**src/rtl/firebird7_in_gate1_tessent_tdr_pkg.sv**
```systemverilog
// Shared constants and helpers for the gate1 IJTAG TDR family.
// Optional feature macro: FIREBIRD7_IN_GATE1_TDR_PARITY_EN (adds a parity bit to the chain).
package firebird7_in_gate1_tessent_tdr_pkg;

    localparam int TDR_W19_WIDTH   = 19;
    // Select bit sits directly above the data field in the chain.
    localparam int TDR_W19_SEL_IDX = TDR_W19_WIDTH;
    // Widest {select, data} vector the parity helper accepts.
    localparam int TDR_PAR_MAX_W   = 64;

`ifdef FIREBIRD7_IN_GATE1_TDR_PARITY_EN
    localparam bit TDR_PARITY_EN = 1'b1;
`else
    localparam bit TDR_PARITY_EN = 1'b0;
`endif

    // Per-cycle action once sel and the enable priority are resolved.
    typedef enum logic [1:0] {
        TDR_OP_IDLE    = 2'd0,
        TDR_OP_CAPTURE = 2'd1,
        TDR_OP_SHIFT   = 2'd2,
        TDR_OP_UPDATE  = 2'd3
    } tdr_op_e;

    // Chain length: data + select, plus one parity bit when enabled.
    function automatic int tdr_chain_len(input int width, input bit parity_en);
        return width + 1 + (parity_en ? 1 : 0);
    endfunction

    // Parity bit that makes the XOR of the covered bits plus itself zero.
    function automatic logic tdr_even_parity(input logic [TDR_PAR_MAX_W-1:0] vec);
        return ^vec;
    endfunction

    // Enable priority ce > se > ue, all qualified by sel.
    function automatic tdr_op_e tdr_decode(input logic sel, input logic ce,
                                           input logic se, input logic ue);
        tdr_op_e op;
        op = TDR_OP_IDLE;
        if (sel) begin
            if (ce)      op = TDR_OP_CAPTURE;
            else if (se) op = TDR_OP_SHIFT;
            else if (ue) op = TDR_OP_UPDATE;
        end
        return op;
    endfunction

endpackage

```
**src/rtl/firebird7_in_gate1_tessent_tdr_shift_chain.sv**
```systemverilog
// Capture/shift register of the TDR; scan out is taken straight from bit 0,
// so there is never a combinational path from scan in to scan out.
module firebird7_in_gate1_tessent_tdr_shift_chain
    import firebird7_in_gate1_tessent_tdr_pkg::*;
#(
    parameter int LEN = TDR_W19_WIDTH + 1
) (
    input  logic           ijtag_tck,
    input  logic           ijtag_reset,
    input  logic           ijtag_sel,
    input  logic           ijtag_ce,
    input  logic           ijtag_se,
    input  logic           ijtag_si,
    input  logic [LEN-1:0] capture_vec,
    output logic [LEN-1:0] sr,
    output logic           ijtag_so
);

    tdr_op_e op;
    assign op = tdr_decode(ijtag_sel, ijtag_ce, ijtag_se, 1'b0);

    // Capture loads the whole chain; shift moves toward bit 0; otherwise hold.
    always_ff @(posedge ijtag_tck) begin
        if (ijtag_reset) begin
            sr <= '0;
        end else begin
            case (op)
                TDR_OP_CAPTURE: sr <= capture_vec;
                TDR_OP_SHIFT:   sr <= {ijtag_si, sr[LEN-1:1]};
                default:        sr <= sr;
            endcase
        end
    end

    assign ijtag_so = sr[0];

endmodule

```
**src/rtl/firebird7_in_gate1_tessent_tdr_w19_ctrl.sv**
```systemverilog
// IJTAG TDR steering the 19-bit functional/IJTAG data mux: captures the
// functional data, shifts through the SIB chain, updates the shadow data and
// select bit. Define FIREBIRD7_IN_GATE1_TDR_PARITY_EN to add an even-parity
// bit that gates updates and drives a sticky parity_err.
module firebird7_in_gate1_tessent_tdr_w19_ctrl
    import firebird7_in_gate1_tessent_tdr_pkg::*;
#(
    parameter int               WIDTH       = TDR_W19_WIDTH,
    parameter logic [WIDTH-1:0] RESET_VALUE = '0
) (
    input  logic             ijtag_tck,
    input  logic             ijtag_reset,
    input  logic             ijtag_sel,
    input  logic             ijtag_ce,
    input  logic             ijtag_se,
    input  logic             ijtag_ue,
    input  logic             ijtag_si,
    output logic             ijtag_so,
    input  logic [WIDTH-1:0] capture_data_in,
    output logic [WIDTH-1:0] ijtag_data_out,
    output logic             ijtag_select_out,
    output logic             parity_err
);

    localparam int L = tdr_chain_len(WIDTH, TDR_PARITY_EN);

    logic [L-1:0] sr;
    logic [L-1:0] capture_vec;
    logic         do_update;

    assign do_update = (tdr_decode(ijtag_sel, ijtag_ce, ijtag_se, ijtag_ue) == TDR_OP_UPDATE);

`ifdef FIREBIRD7_IN_GATE1_TDR_PARITY_EN
    logic [TDR_PAR_MAX_W-1:0] par_src;
    logic                     perr_q;

    // Capture carries a freshly computed parity so an update straight after
    // a capture is always consistent.
    assign par_src     = TDR_PAR_MAX_W'({ijtag_select_out, capture_data_in});
    assign capture_vec = {tdr_even_parity(par_src), ijtag_select_out, capture_data_in};

    // Update only when the whole chain XORs to zero; otherwise hold and flag.
    always_ff @(posedge ijtag_tck) begin
        if (ijtag_reset) begin
            ijtag_data_out   <= RESET_VALUE;
            ijtag_select_out <= 1'b0;
            perr_q           <= 1'b0;
        end else if (do_update) begin
            if (^sr == 1'b0) begin
                ijtag_data_out   <= sr[WIDTH-1:0];
                ijtag_select_out <= sr[WIDTH];
                perr_q           <= 1'b0;
            end else begin
                perr_q           <= 1'b1;
            end
        end
    end

    assign parity_err = perr_q;
`else
    assign capture_vec = {ijtag_select_out, capture_data_in};

    // Every qualified update is accepted.
    always_ff @(posedge ijtag_tck) begin
        if (ijtag_reset) begin
            ijtag_data_out   <= RESET_VALUE;
            ijtag_select_out <= 1'b0;
        end else if (do_update) begin
            ijtag_data_out   <= sr[WIDTH-1:0];
            ijtag_select_out <= sr[WIDTH];
        end
    end

    assign parity_err = 1'b0;
`endif

    firebird7_in_gate1_tessent_tdr_shift_chain #(
        .LEN (L)
    ) u_chain (
        .ijtag_tck   (ijtag_tck),
        .ijtag_reset (ijtag_reset),
        .ijtag_sel   (ijtag_sel),
        .ijtag_ce    (ijtag_ce),
        .ijtag_se    (ijtag_se),
        .ijtag_si    (ijtag_si),
        .capture_vec (capture_vec),
        .sr          (sr),
        .ijtag_so    (ijtag_so)
    );

endmodule

```
**config.mk**
```make
export PLATFORM = sky130hd
export DESIGN_NAME = firebird7_in_gate1_tessent_tdr_w19_ctrl
export DESIGN_NICKNAME = d
export VERILOG_FILES = /design/src/rtl/firebird7_in_gate1_tessent_tdr_pkg.sv /design/src/rtl/firebird7_in_gate1_tessent_tdr_shift_chain.sv /design/src/rtl/firebird7_in_gate1_tessent_tdr_w19_ctrl.sv
export SDC_FILE = /design/constraint.sdc
export NUM_CORES = 1
export LEC_CHECK = 0
export BUFFER_PORTS_ARGS = -buffer_cell sky130_fd_sc_hd__buf_2
export CELL_PAD_IN_SITES_DETAIL_PLACEMENT = 0
export CELL_PAD_IN_SITES_GLOBAL_PLACEMENT = 1
export CORE_MARGIN = 5
export CORE_UTILIZATION = 30
export DETAILED_ROUTE_END_ITERATION = 7
export PLACE_DENSITY = 0.61
export SLEW_MARGIN = 15
export SYNTH_ARGS = -nofsm -noshare
export SYNTH_HDL_FRONTEND = slang
export SYNTH_SLANG_ARGS = --single-unit
```
**constraint.sdc**
```tcl
create_clock -name ijtag_tck -period 1.2 [get_ports ijtag_tck]
set_input_delay 0.06 -clock ijtag_tck [delete_from_list [all_inputs] [get_ports ijtag_tck]]
set_output_delay 0.06 -clock ijtag_tck [all_outputs]
set_load 0.01 [all_outputs]
```
======== After elaboration in Yosys (flattened, before gate mapping) ========
Cells that the tools add are included.
word-level totals
  register bits after elaboration ......... 40
  logic and storage cells ................. 15
  input bits .............................. 26
  output and inout bits ................... 22
operators by class
  multiplexer cells ....................... 8
  reduce and logical (&&, ||, !) cells .... 1
  equality and inequality tests ........... 3
operators by type and width
  operator                                                                count
  20-bit one-hot mux with 2 select lines                                  1
  2-bit two-way mux                                                       7
  2-bit equality test (second input constant)                             2
  2-bit by 1-bit equality test with 1-bit output (second input constant)  1
  2-bit nonzero test                                                      1

======== Longest topological paths before layout ========
  depth after elaboration ................. 5
  mapped depth ............................ 5
  depth with buffers taken out ............ 4

======== By module ========
Synthesis repeated with hierarchy kept, for this count alone.
unflattened totals
  cells, all modules ...................... 182
  area, all modules ....................... 1979.4 µm²
by module, submodules not included
  module                                      cells each  seq. area each (µm²)  area an instance (µm²)  times used
  firebird7_in_gate1_tessent_tdr_shift_chain  93          400.4                 1059.8                  1
  firebird7_in_gate1_tessent_tdr_w19_ctrl     89          400.4                 919.6                   1

======== Worst setup path after synthesis ========
No wires, ideal clock.
  path type ............................... input-to-reg
  start point ............................. in ijtag_sel
  end point ............................... reg u_chain.sr[0]
  path buffers ............................ 1
  arrival ................................. 0.952 ns
  data required time ...................... 1.070 ns
  setup time .............................. 0.130 ns
  slack ................................... 0.118 ns
  cell stages on the path ................. 5
  cell sequence ........................... and3b_2 > ha_1 > clkbuf_1 > nor2b_1 > a211oi_2
between the ends
  word-level cells in the longest chain between the ends .. 3
  elaborated cells between the ends (all ways) .. 5
  classes of those cells .................. eq/ne (2); mux (2); reduce/logical (1)
ends and longest elaborated chain
  item                                                                                   RTL line                                          text
  start, declared                                                                        firebird7_in_gate1_tessent_tdr_w19_ctrl.sv:13     input logic ijtag_sel,
  2-bit two-way mux (*)                                                                  firebird7_in_gate1_tessent_tdr_pkg.sv:40          if (sel) begin
  2-bit equality test or 2-bit by 1-bit equality test with 1-bit output (tied branches)  firebird7_in_gate1_tessent_tdr_shift_chain.sv:27  case (op)
  20-bit one-hot mux with 2 select lines or 2-bit nonzero test (tied branches)           --
  end signal, assigned                                                                   firebird7_in_gate1_tessent_tdr_shift_chain.sv:28  TDR_OP_CAPTURE: sr <= capture_vec;
  end signal, assigned                                                                   firebird7_in_gate1_tessent_tdr_shift_chain.sv:29  TDR_OP_SHIFT: sr <= {ijtag_si, sr[LEN-1:1]};
  end signal, assigned                                                                   firebird7_in_gate1_tessent_tdr_shift_chain.sv:30  default: sr <= sr;
  end, declared                                                                          firebird7_in_gate1_tessent_tdr_shift_chain.sv:15  output logic [LEN-1:0] sr,
Mark *: on every way between the ends. The rest lies on a longest branch, timed or not.
A chain may end at the register's enable or synchronous reset.

======== Worst setup path in the final report ========
Same ends and word-level chain as after synthesis.

==> metrics.txt <==
Slowest-stage cell, CP=ha_1; CP startpoint kind=input pin; initial antenna violation count=0; Yosys reg bits=40; period utilization=83.1%; Layout Utilization=37.9%; Synth area leader=dfxtp_1; clk root buf=clkbuf_8; Leakage=0.000925 uW; Worst path max stage delay=0.33 ns; HP Class=in2reg; Routed Antenna Nets=0; DRT iter0 DRCs=23; IR drop worst, VDD=349 uV; Placeable Area=0.00642 mm^2; Yosys Warn Count=0; IO buf count=46; gr ovfl total=0; peak fanout along the critical path=20; CTS clock-pin slew for the worst setup and hold paths=0.07 ns; Synth Instances=181; Mapped Area=0.00200 mm^2; Post-CTS Setup Bufs=0; fin area=0.00243 mm^2; drt wl/cell=14.7 um; Synth cell types=16; final WL=4530 um; H-Tree Depth=2; first-pass GRT wire length=7890 um; die height=91.6 um; Yosys top cell area share=40.1%; Critical Path RT=1.41 ns; Layout Cells excl Fill=309; worst flop-to-flop path startpoint=u_chain.sr[9]$_SDFFE_PP0P_; routed vias/inst=4.59; crit path time final=0.997 ns; clock latency on the worst-skew pair=0.29 ns; DRC viols=0; Num CTS Buffers=5; min-delay src=capture_data_in[5]; placer congestion estimate=0.705; synthesized net count=208; Max Slew Vio Count=0; CTS Buffer Depth=2; critical path arrival=1.21 ns; Seq/Total Area, Yosys=40.1%; post-CTS sizing=0; Top-Level Pins=48; max cap viols=0; count of hold-fix buffers inserted at cts=0; Critical Path End Type=register; ranking of synthesized cells by area=dfxtp_1, mux2i_1, a211oi_2; Die Area=0.00838 mm^2; final-stage net count=258; Area Overhead vs Synth=21.9%; fill count=621; Site Rows=29; final-report hold violation count=0; status=finished, final reports clean; Starting Density=31.1%; vias in the first global route=1559; RSZ-0062 raised after global routing=false; share of cells above drive strength 1=37.1%; clk sinks=40; largest net degree at the start of global routing=22; critical-path cell list=buf_2 -> and3b_2 -> ha_1 -> buf_12 -> nor2b_1 -> a211oi_2; clock skew=0.00366 ns; Max Fclk=1.00 GHz; worst setup path start=ijtag_sel; die width=91.6 um; n_diodes=0; syn avg cell area=11.0 um^2; Total GRT Usage=11.5%; dpl hpwl=3260 um; cell area after placement=0.00234 mm^2; CTS tree=yes; setup violators final=0; vias=1417; WS Path Type=in2reg; WHS=0.140 ns; placed insts=301; 1st-pass router iterations=4; Power per Cell Area=1170 mW/mm^2
## critical path: cells and delay by family
family                     cells  cell delay, ns
and+or+nand+nor                2            0.35
adders and majority gates      1            0.33
buffers and inverters          2            0.27
AOI/OAI and AO/OA              1            0.19
## state kept, by name, summed over array words and instances (netlist names)
| signal | cells |
|---|---|
| u_chain.sr | 20 |
| ijtag_data_out | 19 |
| ijtag_select_out | 1 |
## cells in the final DEF (no fill, tap or decap)
master	n
nand2b_1	40
nor2b_1	20
buf_2	46
clkbuf_8	6
conb_1	1
buf_12	4
ha_1	1
nand2_1	1
clkbuf_1	2
and3b_2	1
and4bb_4	1
a211oi_2	20
mux2i_1	40
buf_4	8
dfxtp_1	40
inv_1	1
## final cells by class
class / instances / area (um^2) / area share [%]
flip-flops and latches: 40 / 801 / 32.9
repair buffers: 58 / 370 / 15.2
multi-input cells: 125 / 1070 / 44.1
clock buffers: 8 / 90.1 / 3.70
well taps: 77 / 96.3 / 3.96
inverters: 1 / 3.75 / 0.154
## report_power, final
group          switching (uW)  leakage [uW]  internal, uW  total [uW]
Sequential               60.2      0.000327          1400        1460
Combinational             220      0.000552           236         456
Clock                     455     0.0000455           469         924
## path summary, 6_finish.rpt
check        slack, ns                        endpoint  cells after the start
min reg2reg       0.47  ijtag_data_out[1]$_SDFFE_PP0N_                      2
max               0.20      u_chain.sr[0]$_SDFFE_PP0P_                      6
min               0.14      u_chain.sr[5]$_SDFFE_PP0P_                      3
max reg2reg       0.42      u_chain.sr[8]$_SDFFE_PP0P_                      2
## synthesized netlist by cell type (all sizes together)
cell type	number
inv	1
buf	10
nand2	1
ha	1
and4bb	1
mux2i	40
a211oi	20
nor2b	20
nand2b	40
clkbuf	5
conb	1
dfxtp	40
and3b	1
## logic make-up (layout without fill, tap and decap cells)
kind of cell    Yosys count  in the layout  synth area share, %
flops                    40             40                 40.1
simple gates             63             63                 20.3
compound gates           20             20                 12.5
mux                      40             40                 20.1
fa+ha+maj                 1              1                0.627
other cells               1              1                0.188
buf+inv                  16             67                 6.14
## per-layer routing
metal | wire, um | GRT usage (%)
met3 | 213 | 2.81
met1 | 2380 | 16.5
met5 | 0 | 0
met2 | 1870 | 16.4
met4 | 63 | 4.52
## metrics by stage
| stage | TNS (ns) | worst slack [ns] | total power, uW |
|---|---|---|---|
| after detailed placement | -1.53 | -0.107 | 1950 |
| final | 0 | 0.203 | 2840 |
| after CTS | 0 | 0.205 | 2900 |
| after floorplan | 0 | 0.118 | 1790 |
| after global placement | -1.11 | -0.0709 | 1950 |
| after global routing | 0 | 0.146 | 2980 |
Power figures use the tool's default switching activity.
